`config.mk`:
```
export PLATFORM = sky130hd
export DESIGN_NAME = fft_frame_ctrl
export DESIGN_NICKNAME = d
export VERILOG_FILES = /design/src/rtl/fft_frame_ctrl.sv
export SDC_FILE = /design/constraint.sdc
export NUM_CORES = 1
export LEC_CHECK = 0
export BUFFER_PORTS_ARGS = -buffer_cell sky130_fd_sc_hd__buf_4
export CORE_MARGIN = 8
export CORE_UTILIZATION = 59
export CTS_CLUSTER_DIAMETER = 50
export DETAILED_ROUTE_END_ITERATION = 10
export GPL_TIMING_DRIVEN = 0
export MAX_ROUTING_LAYER = met4
export PLACE_DENSITY = 0.86
export SLEW_MARGIN = 10
export SYNTH_ARGS = -nofsm -noshare
export SYNTH_HDL_FRONTEND = slang
export SYNTH_SLANG_ARGS = --single-unit
```
`constraint.sdc`:
```
create_clock -name clk -period 4.05 [get_ports clk]
set_clock_uncertainty 0.05 [all_clocks]
set_input_delay 1.215 -clock clk [delete_from_list [all_inputs] [get_ports clk]]
set_output_delay 1.215 -clock clk [all_outputs]
set_load 0.05 [all_outputs]
```
`src/rtl/fft_frame_ctrl.sv`:
```
// fft_frame_ctrl: frames an audio sample stream for a streaming FFT core and
// turns the returned spectrum into per-bin magnitude estimates.
//
// Ports:
//   clk, rst_n                  clock, asynchronous active-low reset
//   enable                      allows a new frame to start (looked at in IDLE only)
//   sample_valid, sample_data   incoming signed audio samples
//   fft_start                   one-cycle frame-start pulse to the FFT core
//   fft_in_valid, fft_xn_re/im  time-domain samples to the FFT core (imag = 0)
//   fft_out_valid, fft_xk_re/im spectrum bins from the FFT core
//   bin_valid, bin_idx, bin_mag magnitude estimate |re| + |im| per bin
//   frame_done                  pulses together with the last bin
//   timeout_err                 sticky FFT-core timeout flag, cleared by fft_start
//   drop_cnt                    saturating count of samples seen outside LOAD
//   state                       IDLE=0, LOAD=1, WAIT=2, UNLOAD=3
module fft_frame_ctrl #(
   parameter int unsigned FFT_POINTS     = 1024,
   parameter int unsigned DATA_WIDTH     = 16,
   parameter int unsigned TIMEOUT_CYCLES = 65535
) (
   input  logic                          clk,
   input  logic                          rst_n,
   input  logic                          enable,
   input  logic                          sample_valid,
   input  logic [DATA_WIDTH-1:0]         sample_data,
   output logic                          fft_start,
   output logic                          fft_in_valid,
   output logic [DATA_WIDTH-1:0]         fft_xn_re,
   output logic [DATA_WIDTH-1:0]         fft_xn_im,
   input  logic                          fft_out_valid,
   input  logic [DATA_WIDTH-1:0]         fft_xk_re,
   input  logic [DATA_WIDTH-1:0]         fft_xk_im,
   output logic                          bin_valid,
   output logic [$clog2(FFT_POINTS)-1:0] bin_idx,
   output logic [DATA_WIDTH-1:0]         bin_mag,
   output logic                          frame_done,
   output logic                          timeout_err,
   output logic [15:0]                   drop_cnt,
   output logic [1:0]                    state
);

   localparam int unsigned IdxW  = $clog2(FFT_POINTS);
   localparam int unsigned WaitW = $clog2(TIMEOUT_CYCLES + 1);
   localparam logic [IdxW-1:0]  LastIdx  = IdxW'(FFT_POINTS - 1);
   localparam logic [WaitW-1:0] LastWait = WaitW'(TIMEOUT_CYCLES - 1);

   typedef enum logic [1:0] {
      StIdle   = 2'd0,
      StLoad   = 2'd1,
      StWait   = 2'd2,
      StUnload = 2'd3
   } state_e;

   state_e                state_q, state_d;
   logic                  fft_start_q, fft_start_d;
   logic                  fft_in_valid_q, fft_in_valid_d;
   logic [DATA_WIDTH-1:0] fft_xn_re_q, fft_xn_re_d;
   logic                  bin_valid_q, bin_valid_d;
   logic [IdxW-1:0]       bin_idx_q, bin_idx_d;
   logic [DATA_WIDTH-1:0] bin_mag_q, bin_mag_d;
   logic                  frame_done_q, frame_done_d;
   logic                  timeout_err_q, timeout_err_d;
   logic [15:0]           drop_cnt_q, drop_cnt_d;
   logic [IdxW-1:0]       load_cnt_q, load_cnt_d;
   logic [IdxW-1:0]       bin_cnt_q, bin_cnt_d;
   logic [WaitW-1:0]      wait_cnt_q, wait_cnt_d;

   logic                  accept;
   logic                  beat;
   logic [DATA_WIDTH:0]   re_ext, im_ext, abs_re, abs_im, mag_sum;
   logic [DATA_WIDTH-1:0] mag_sat;

   // State register (all flops)
   always_ff @(posedge clk or negedge rst_n) begin
      if (!rst_n) begin
         state_q        <= StIdle;
         fft_start_q    <= 1'b0;
         fft_in_valid_q <= 1'b0;
         fft_xn_re_q    <= '0;
         bin_valid_q    <= 1'b0;
         bin_idx_q      <= '0;
         bin_mag_q      <= '0;
         frame_done_q   <= 1'b0;
         timeout_err_q  <= 1'b0;
         drop_cnt_q     <= '0;
         load_cnt_q     <= '0;
         bin_cnt_q      <= '0;
         wait_cnt_q     <= '0;
      end else begin
         state_q        <= state_d;
         fft_start_q    <= fft_start_d;
         fft_in_valid_q <= fft_in_valid_d;
         fft_xn_re_q    <= fft_xn_re_d;
         bin_valid_q    <= bin_valid_d;
         bin_idx_q      <= bin_idx_d;
         bin_mag_q      <= bin_mag_d;
         frame_done_q   <= frame_done_d;
         timeout_err_q  <= timeout_err_d;
         drop_cnt_q     <= drop_cnt_d;
         load_cnt_q     <= load_cnt_d;
         bin_cnt_q      <= bin_cnt_d;
         wait_cnt_q     <= wait_cnt_d;
      end
   end

   // Next-state logic. The fft_start cycle itself is spent in IDLE, so LOAD
   // begins on the cycle after the pulse.
   always_comb begin
      state_d = state_q;
      unique case (state_q)
         StIdle:   if (fft_start_q) state_d = StLoad;
         StLoad:   if (sample_valid && load_cnt_q == LastIdx) state_d = StWait;
         StWait: begin
            if (fft_out_valid)               state_d = StUnload;
            else if (wait_cnt_q == LastWait) state_d = StIdle;
         end
         StUnload: if (fft_out_valid && bin_cnt_q == LastIdx) state_d = StIdle;
         default:  state_d = StIdle;
      endcase
   end

   // Magnitude estimate: |re| + |im| in DATA_WIDTH+1 bits, then saturate.
   always_comb begin
      re_ext  = {fft_xk_re[DATA_WIDTH-1], fft_xk_re};
      im_ext  = {fft_xk_im[DATA_WIDTH-1], fft_xk_im};
      abs_re  = re_ext[DATA_WIDTH] ? ('0 - re_ext) : re_ext;
      abs_im  = im_ext[DATA_WIDTH] ? ('0 - im_ext) : im_ext;
      mag_sum = abs_re + abs_im;
      mag_sat = mag_sum[DATA_WIDTH] ? '1 : mag_sum[DATA_WIDTH-1:0];
   end

   // Output and counter logic
   always_comb begin
      accept = (state_q == StLoad) && sample_valid;
      beat   = fft_out_valid && ((state_q == StWait) || (state_q == StUnload));

      // enable is ignored while a start pulse is already in flight
      fft_start_d    = (state_q == StIdle) && !fft_start_q && enable;

      fft_in_valid_d = accept;
      fft_xn_re_d    = accept ? sample_data : fft_xn_re_q;
      load_cnt_d     = (state_q == StLoad) ? load_cnt_q + IdxW'(accept) : '0;

      bin_valid_d    = beat;
      bin_idx_d      = beat ? bin_cnt_q : bin_idx_q;
      bin_mag_d      = beat ? mag_sat : bin_mag_q;
      frame_done_d   = beat && (bin_cnt_q == LastIdx);
      bin_cnt_d      = ((state_q == StWait) || (state_q == StUnload)) ?
                       bin_cnt_q + IdxW'(beat) : '0;

      wait_cnt_d     = (state_q == StWait) ? wait_cnt_q + WaitW'(1) : '0;

      timeout_err_d  = timeout_err_q;
      if (state_q == StWait && !fft_out_valid && wait_cnt_q == LastWait) begin
         timeout_err_d = 1'b1;
      end
      if (fft_start_d) begin
         timeout_err_d = 1'b0;
      end

      drop_cnt_d = drop_cnt_q;
      if (sample_valid && state_q != StLoad && drop_cnt_q != 16'hFFFF) begin
         drop_cnt_d = drop_cnt_q + 16'd1;
      end
   end

   assign fft_start    = fft_start_q;
   assign fft_in_valid = fft_in_valid_q;
   assign fft_xn_re    = fft_xn_re_q;
   assign fft_xn_im    = '0;
   assign bin_valid    = bin_valid_q;
   assign bin_idx      = bin_idx_q;
   assign bin_mag      = bin_mag_q;
   assign frame_done   = frame_done_q;
   assign timeout_err  = timeout_err_q;
   assign drop_cnt     = drop_cnt_q;
   assign state        = state_q;

endmodule

```
==> results of run 1 <==
cells in the mapped netlist, drive strengths merged (2+ instances only):
cell and n:
nor4b 3, mux2 17, o21ai 25, clkbuf 13, o21a 2, nand2 78
a221oi 2, nor2 54, xor2 25, nor3 14, or4 4, a31oi 3
and2 13, a21boi 3, a211oi 3, and4 3, a21oi 26, dfrtp 101
a21o 4, nor2b 3, or3 7, and3 6, nand4 16, o41ai 4
nand3 23, nor4 6, xnor2 47, inv 16, ha 25, o211ai 3
nor3b 2, buf 16, o31ai 9, nand2b 11
timing repair:
item,4_1_cts,5_1_grt
hold endpoints to repair,0,0
endpoints found under the setup margin,13,16
pin swaps,2,14
setup buffers,5,5
gates cloned,1,0
resized for setup,7,32
final cells by class:
| cell class | instances | area, µm² |
|---|---|---|
| Clock buffer | 11 | 141 |
| Tap cell | 133 | 166 |
| Timing Repair Buffer | 129 | 1010 |
| Sequential cell | 101 | 2530 |
| Clock inverter | 4 | 72.6 |
| Buffer | 27 | 173 |
| Fill cell | 654 | 2250 |
| Multi-Input combinational cell | 472 | 3190 |
| Inverter | 17 | 63.8 |
report_power, final:
| group | switching [mW] | leakage (nW) | internal (mW) |
|---|---|---|---|
| sequential | 0.172 | 1.31 | 1.23 |
| clock | 0.329 | 0.105 | 0.361 |
| combinational | 1.44 | 1.96 | 0.724 |
worst max path at each step:
stage                                    endpoint  cells after the start          from  slack (ns)
final                     bin_mag[15]$_DFFE_PN0P_                     14  fft_xk_im[1]       -0.13
after CTS                 bin_mag[10]$_DFFE_PN0P_                     15  fft_xk_im[1]       -0.01
after detailed placement  bin_mag[13]$_DFFE_PN0P_                     15  fft_xk_im[1]       -0.56
after floorplan           bin_mag[11]$_DFFE_PN0P_                     14  fft_xk_im[1]       -0.08
after global routing      bin_mag[15]$_DFFE_PN0P_                     14  fft_xk_im[1]       -0.19
after global placement    bin_mag[11]$_DFFE_PN0P_                     14  fft_xk_im[1]       -0.47
cell families after synthesis:
kind of cell / Yosys count / synth area share
AO/OA/AOI/OAI: 93 / 0.105
XOR/XNOR: 72 / 0.110
adder cells (fa/ha/maj): 26 / 0.0580
buffers and inverters: 46 / 0.0406
flip-flops: 101 / 0.440
multiplexers: 18 / 0.0351
other: 1 / 0.000653
AND/OR/NAND/NOR: 247 / 0.211
critical path: cells and delay by family:
family                   cells  cell delay [ns]
AO/OA/AOI/OAI                4             0.64
XOR/XNOR                     1             0.14
buffers and inverters        2             0.25
adder cells (fa/ha/maj)      1             0.25
AND/OR/NAND/NOR              6             1.84
cells in the final DEF, fill, tap and decap left out, types with 17 or more instances in the layout:
cell	instances
dfrtp_1	101
xor2_1	25
ha_1	23
nand3_1	22
o21ai_0	21
mux2_2	17
nor2_1	53
nand2_1	76
xnor2_1	45
buf_4	139
through the flow:
step | setup slack, ns | power [mW] | setup TNS [ns] | cells
after floorplan | -0.0814 | 2.81 | -0.876 | 619
after global placement | -0.474 | 3.40 | -6.61 | 869
after detailed placement | -0.556 | 3.46 | -7.74 | 869
after CTS | -0.0101 | 4.18 | -0.0199 | 890
after global routing | -0.190 | 4.46 | -1.49 | 894
final | -0.130 | 4.25 | -0.512 | 894
per-layer routing:
| layer | share of wire | routed length (µm) | track usage | vias to the layer above |
|---|---|---|---|---|
| met5 | 0 | 0 | - | - |
| li1 | - | - | - | 2386 |
| met2 | 0.52 | 7460 | 0.389 | 145 |
| met1 | 0.40 | 5730 | 0.248 | 2383 |
| met4 | 0.021 | 299 | 0.0719 | 0 |
| met3 | 0.060 | 862 | 0.0580 | 29 |
sequential cells by signal, summed over array words and instances, names as in the netlist:
register,cells
fft_in_valid,1
wait_cnt_q,16
state,2
bin_valid,1
fft_start,1
drop_cnt,16
bin_cnt_q,10
fft_xn_re,16
bin_idx,10
frame_done,1
bin_mag,16
timeout_err,1
load_cnt_q,10
==> impl_metrics.xml, run 1 <==
<?xml version="1.0" encoding="UTF-8"?>
<metrics>
  <group name="global_route">
    <metric name="initial_antenna_violation_count" unit="">0</metric>
    <metric name="grt_overflow_total" unit="">0</metric>
    <metric name="grt_first_pass_wirelength" unit="mm">23.3</metric>
    <metric name="grt_max_degree" unit="">102</metric>
    <metric name="via_count_of_the_first_global_routing_pass" unit="">5048</metric>
    <metric name="grt.total_usage" unit="">0.225</metric>
  </group>
  <group name="sta">
    <metric name="final.period_utilization" unit="">1.03</metric>
    <metric name="hold-worst-slack" unit="ns">0.430</metric>
    <metric name="maxSlewHeadroom" unit="">0.535</metric>
    <metric name="least_margin_pin_slew" unit="ns">0.694</metric>
    <metric name="timing.final.max_slew_violations" unit="">0</metric>
    <metric name="max_freq" unit="MHz">239</metric>
    <metric name="final-setup-viol-count" unit="">15</metric>
    <metric name="final-hold-violation-count" unit="">0</metric>
    <metric name="unrepaired_setup_endpoints_after_global_routing" unit="">yes</metric>
    <metric name="period_needed" unit="ns">4.18</metric>
    <metric name="fin_ws" unit="ns">-0.130</metric>
  </group>
  <group name="synthesis">
    <metric name="ys_warn_count" unit="">0</metric>
    <metric name="ys_seq_elements" unit="">101</metric>
    <metric name="yosys.area.top_type" unit="">dfrtp_1</metric>
    <metric name="asyncSetResetFlopFracSynth" unit="">1.00</metric>
    <metric name="synth.area.top_cells" unit="">dfrtp_1 (44%), xnor2_1 (7.2%), ha_1 (5.5%), nand2_1 (5.1%), xor2_1 (3.8%)</metric>
    <metric name="yosysTopAreaCellShare" unit="">0.440</metric>
    <metric name="post_synth_instance_area" unit="mm²">0.00574</metric>
    <metric name="yosys.cell_types.count" unit="">54</metric>
    <metric name="ys_dominant_reg_cell" unit="">dfrtp_1</metric>
    <metric name="synth-seq-area-share" unit="">0.440</metric>
    <metric name="synth_cells" unit="">604</metric>
    <metric name="edff_count_synth" unit="">0</metric>
    <metric name="syn_area_per_cell" unit="µm²">9.50</metric>
  </group>
  <group name="worst_setup_path">
    <metric name="worst_path_max_delay_cell" unit="">or4_4</metric>
    <metric name="worst_setup_slack_for_register_to_register_paths" unit="ns">1.09</metric>
    <metric name="r2r_end" unit="">bin_cnt_q[8]$_DFF_PN0_</metric>
    <metric name="worst_ep_required_time" unit="ns">4.22</metric>
    <metric name="critical_path_class" unit="">in -&gt; reg</metric>
    <metric name="cp_slowest_stage_delay" unit="ns">0.54</metric>
    <metric name="critical_path_peak_fanout" unit="">5</metric>
    <metric name="worst_setup_path_end_kind" unit="">register</metric>
    <metric name="cp_cell_sequence" unit="">buf_6 &gt; or4_4 &gt; or3b_4 &gt; or3_4 &gt; nand2_2 &gt; xnor2_2 &gt; ha_4 &gt; o21ai_0 &gt; nor2_1 &gt; nor3_2 &gt; a21oi_2 &gt; buf_4 &gt; o32ai_2 &gt; o311ai_1</metric>
    <metric name="cp_data_arrival_time" unit="ns">4.35</metric>
    <metric name="cp-start-kind" unit="">input pin</metric>
    <metric name="reg2regPathDepth" unit="">9</metric>
    <metric name="rr_startpoint" unit="">state[1]$_DFFE_PN0P_</metric>
  </group>
  <group name="worst_hold_path">
    <metric name="hold_path_startpoint" unit="">fft_start$_DFF_PN0_</metric>
    <metric name="hold_crit_endpoint" unit="">fft_start$_DFF_PN0_</metric>
    <metric name="min_path_type" unit="">reg -&gt; reg</metric>
    <metric name="hold-path-cell-count" unit="">1</metric>
  </group>
  <group name="die">
    <metric name="std_cell_rows" unit="">36</metric>
    <metric name="fp.dieArea" unit="mm²">0.0131</metric>
    <metric name="ios" unit="">134</metric>
    <metric name="placeable_core_region" unit="mm²">0.00959</metric>
    <metric name="die_w" unit="µm">115</metric>
    <metric name="floorplan.initialDensity" unit="">0.598</metric>
    <metric name="dieHeight" unit="µm">115</metric>
  </group>
  <group name="clocking">
    <metric name="clk-insertion-delay-late" unit="ns">0.36</metric>
    <metric name="cts.path.max_buffers" unit="">2</metric>
    <metric name="htreeDepth" unit="">3</metric>
    <metric name="cts_hold_buffers" unit="">0</metric>
    <metric name="clock_root_buffer_master" unit="">clkbuf_8</metric>
    <metric name="tritoncts.num_buffers" unit="">9</metric>
    <metric name="clk_pin_slew" unit="ns">0.09</metric>
    <metric name="cts_tree" unit="">built</metric>
    <metric name="clock_sink_count" unit="">101</metric>
  </group>
  <group name="run_status">
    <metric name="failing_checks" unit="">negative setup slack</metric>
    <metric name="status" unit="">complete, but fails checks</metric>
  </group>
  <group name="place">
    <metric name="gp_weighted_congestion" unit="">0.902</metric>
    <metric name="placed_area" unit="mm²">0.00687</metric>
    <metric name="io_buffers" unit="">117</metric>
    <metric name="place.detailed.hpwl" unit="mm">10.9</metric>
  </group>
  <group name="pwr">
    <metric name="leakage" unit="nW">3.38</metric>
    <metric name="power_density" unit="mW/mm²">579</metric>
    <metric name="ir_worst_vdd" unit="mV">0.361</metric>
  </group>
  <group name="cells_and_area">
    <metric name="num_antenna_cells" unit="">0</metric>
    <metric name="drive_gt1_frac" unit="">0.276</metric>
    <metric name="final_net_count" unit="">836</metric>
    <metric name="stdcell_area" unit="mm²">0.00734</metric>
    <metric name="finish.utilization" unit="">0.765</metric>
    <metric name="area_growth" unit="%">27.9</metric>
  </group>
  <group name="drt">
    <metric name="detail-route-antenna-nets" unit="">0</metric>
    <metric name="drcViolationCount" unit="">0</metric>
    <metric name="wirelength" unit="mm">14.4</metric>
    <metric name="drt_pass1_iterations" unit="">5</metric>
    <metric name="detailroute.via_count" unit="">4943</metric>
    <metric name="wl_per_cell" unit="µm">16.1</metric>
    <metric name="post_drt_via_cell_ratio" unit="">5.53</metric>
    <metric name="initialDrtViolationCount" unit="">262</metric>
  </group>
  <group name="run">
    <metric name="cap_violations" unit="">0</metric>
  </group>
</metrics>
No activity file was read; power rests on OpenSTA's default activity.
==> run 2: changes to the inputs <==
Settings changed: CAP_MARGIN from default to 20, SETUP_SLACK_MARGIN from default to 0.15.
Clock period 4.05 ns to 5 ns, I/O delays scaled along.
==> impl_metrics.xml, run 2 (synthesis gave the netlist of run 1 again) <==
<?xml version="1.0" encoding="UTF-8"?>
<metrics>
  <group name="drt">
    <metric name="initialDrtViolationCount" unit="">323</metric>
    <metric name="drt_pass1_iterations" unit="">5</metric>
    <metric name="wirelength" unit="mm">13.9</metric>
    <metric name="wl_per_cell" unit="µm">15.7</metric>
    <metric name="drcViolationCount" unit="">0</metric>
    <metric name="detail-route-antenna-nets" unit="">0</metric>
    <metric name="detailroute.via_count" unit="">4901</metric>
    <metric name="post_drt_via_cell_ratio" unit="">5.53</metric>
  </group>
  <group name="die">
    <metric name="fp.dieArea" unit="mm²">0.0131</metric>
    <metric name="dieHeight" unit="µm">115</metric>
    <metric name="placeable_core_region" unit="mm²">0.00959</metric>
    <metric name="floorplan.initialDensity" unit="">0.598</metric>
    <metric name="std_cell_rows" unit="">36</metric>
    <metric name="die_w" unit="µm">115</metric>
    <metric name="ios" unit="">134</metric>
  </group>
  <group name="clocking">
    <metric name="clock_sink_count" unit="">101</metric>
    <metric name="clk-insertion-delay-late" unit="ns">0.36</metric>
    <metric name="clock_root_buffer_master" unit="">clkbuf_8</metric>
    <metric name="post_cts.repair.setup_buffers" unit="">0</metric>
    <metric name="cts_tree" unit="">built</metric>
    <metric name="cts_hold_buffers" unit="">0</metric>
    <metric name="tritoncts.num_buffers" unit="">9</metric>
    <metric name="cts.path.max_buffers" unit="">2</metric>
    <metric name="htreeDepth" unit="">3</metric>
    <metric name="cts.repair.resized" unit="">2</metric>
    <metric name="clk_pin_slew" unit="ns">0.10</metric>
  </group>
  <group name="worst_setup_path">
    <metric name="r2r_end" unit="">bin_cnt_q[8]$_DFF_PN0_</metric>
    <metric name="rr_startpoint" unit="">state[1]$_DFFE_PN0P_</metric>
    <metric name="critical_path_peak_fanout" unit="">10</metric>
    <metric name="reg2regPathDepth" unit="">9</metric>
    <metric name="cp_data_arrival_time" unit="ns">4.85</metric>
    <metric name="worstSetupStartpoint" unit="">fft_xk_im[1]</metric>
    <metric name="capturing_instance_or_port_of_the_critical_path" unit="">bin_mag[12]$_DFFE_PN0P_</metric>
    <metric name="cp-start-kind" unit="">input pin</metric>
    <metric name="critical_path_class" unit="">in -&gt; reg</metric>
    <metric name="worst_setup_slack_for_register_to_register_paths" unit="ns">1.94</metric>
    <metric name="worst_setup_path_end_kind" unit="">register</metric>
    <metric name="worst_ep_required_time" unit="ns">5.19</metric>
  </group>
  <group name="global_route">
    <metric name="grt_max_degree" unit="">68</metric>
    <metric name="grt.total_usage" unit="">0.216</metric>
    <metric name="grt_overflow_total" unit="">0</metric>
    <metric name="grt_first_pass_wirelength" unit="mm">22.6</metric>
    <metric name="via_count_of_the_first_global_routing_pass" unit="">4885</metric>
    <metric name="initial_antenna_violation_count" unit="">0</metric>
  </group>
  <group name="pwr">
    <metric name="ir_worst_vdd" unit="mV">0.265</metric>
    <metric name="leakage" unit="nW">3.30</metric>
    <metric name="power_density" unit="mW/mm²">475</metric>
  </group>
  <group name="run">
    <metric name="cap_violations" unit="">0</metric>
  </group>
  <group name="worst_hold_path">
    <metric name="hold_path_startpoint" unit="">bin_idx[9]$_DFFE_PN0P_</metric>
    <metric name="min_path_type" unit="">reg -&gt; reg</metric>
  </group>
  <group name="place">
    <metric name="io_buffers" unit="">117</metric>
    <metric name="dp_slack" unit="ns">-0.470</metric>
    <metric name="placed_cells_incl_taps" unit="">870</metric>
    <metric name="gp_weighted_congestion" unit="">0.907</metric>
    <metric name="place.detailed.hpwl" unit="mm">10.9</metric>
  </group>
  <group name="run_status">
    <metric name="status" unit="">completed</metric>
  </group>
  <group name="sta">
    <metric name="final-hold-violation-count" unit="">0</metric>
    <metric name="timing.final.max_slew_violations" unit="">0</metric>
    <metric name="final.period_utilization" unit="">0.932</metric>
    <metric name="final-setup-viol-count" unit="">0</metric>
    <metric name="unrepaired_setup_endpoints_after_global_routing" unit="">no</metric>
    <metric name="least_margin_pin_slew" unit="ns">0.662</metric>
    <metric name="period_needed" unit="ns">4.66</metric>
    <metric name="fin_ws" unit="ns">0.339</metric>
    <metric name="maxSlewHeadroom" unit="">0.554</metric>
    <metric name="max_freq" unit="MHz">215</metric>
  </group>
  <group name="cells_and_area">
    <metric name="layoutNonFillerInstCount" unit="">886</metric>
    <metric name="num_antenna_cells" unit="">0</metric>
    <metric name="drive_gt1_frac" unit="">0.232</metric>
    <metric name="commonest_cells_after_routing_fill_and_taps_aside" unit="">buf_4 (133), dfrtp_1 (101), nand2_1 (78)</metric>
    <metric name="final_net_count" unit="">827</metric>
    <metric name="area_growth" unit="%">24.1</metric>
    <metric name="fillerInstances" unit="">692</metric>
    <metric name="layout.cells.most_common" unit="">buf_4</metric>
  </group>
</metrics>
[run 2: cell count changes in the layout (fill, tap and decap cells not counted), moves of 4 or more]
cell / delta
o21ai_1: -4
buf_6: -4
buf_4: -6
a21oi_1: +11
a21oi_2: -9
o21ai_0: +4
[run 2: area by class of cell]
type	instances	area [µm²]	area share
Buffer	29	174	0.0244
Clock buffer	11	131	0.0184
Clock inverter	5	106	0.0149
Inverter	17	63.8	0.00896
Multi-Input combinational cell	472	3050	0.428
Sequential cell	101	2530	0.355
Tap cell	133	166	0.0234
Timing Repair Buffer	118	906	0.127
[run 2: worst min-delay path by stage]
stage,to,slack [ns],cells after the start
5_1_grt,bin_idx[3]$_DFFE_PN0P_,0.48,2
3_5_place_dp,bin_idx[3]$_DFFE_PN0P_,0.42,2
4_1_cts,bin_idx[9]$_DFFE_PN0P_,0.45,2
2_1_floorplan,bin_idx[0]$_DFFE_PN0P_,0.42,2
6_report,bin_idx[9]$_DFFE_PN0P_,0.44,2
3_3_place_gp,bin_idx[1]$_DFFE_PN0P_,0.41,2
[run 2: metrics by stage]
step	cell area, µm²	TNS [ns]	power, mW	util	hold WS (ns)
after floorplan	5800	0	2.27	-	0.418
after global placement	6840	-4.17	2.74	0.713	0.413
after detailed placement	6870	-4.78	2.79	0.716	0.417
after CTS	7110	0	3.40	0.741	0.446
after global routing	7120	0	3.55	0.742	0.476
final	7120	0	3.38	0.742	0.440
[run 2: routing by layer]
metal  share of wire  vias up  GRT usage
met5               0        -          -
met4           0.021        0     0.0648
met3           0.047       27     0.0401
met2            0.52      130      0.376
met1            0.41     2380      0.249
li1                -     2364          -
[run 2: worst max-delay path, stage by stage]
cell	delay (ns)
buf_4	0.12
or4_4	0.54
or3b_1	0.41
or3_4	0.37
o31ai_4	0.19
xnor2_1	0.14
ha_1	0.25
clkbuf_2	0.18
a21oi_2	0.19
nor2b_1	0.06
o21ai_0	0.16
nand2_1	0.16
nor2_4	0.23
clkbuf_4	0.25
a21oi_1	0.08
[run 2: power breakdown]
part / internal (mW) / switching (mW)
Sequential: 0.996 / 0.134
Clock: 0.335 / 0.271
Combinational: 0.536 / 1.11
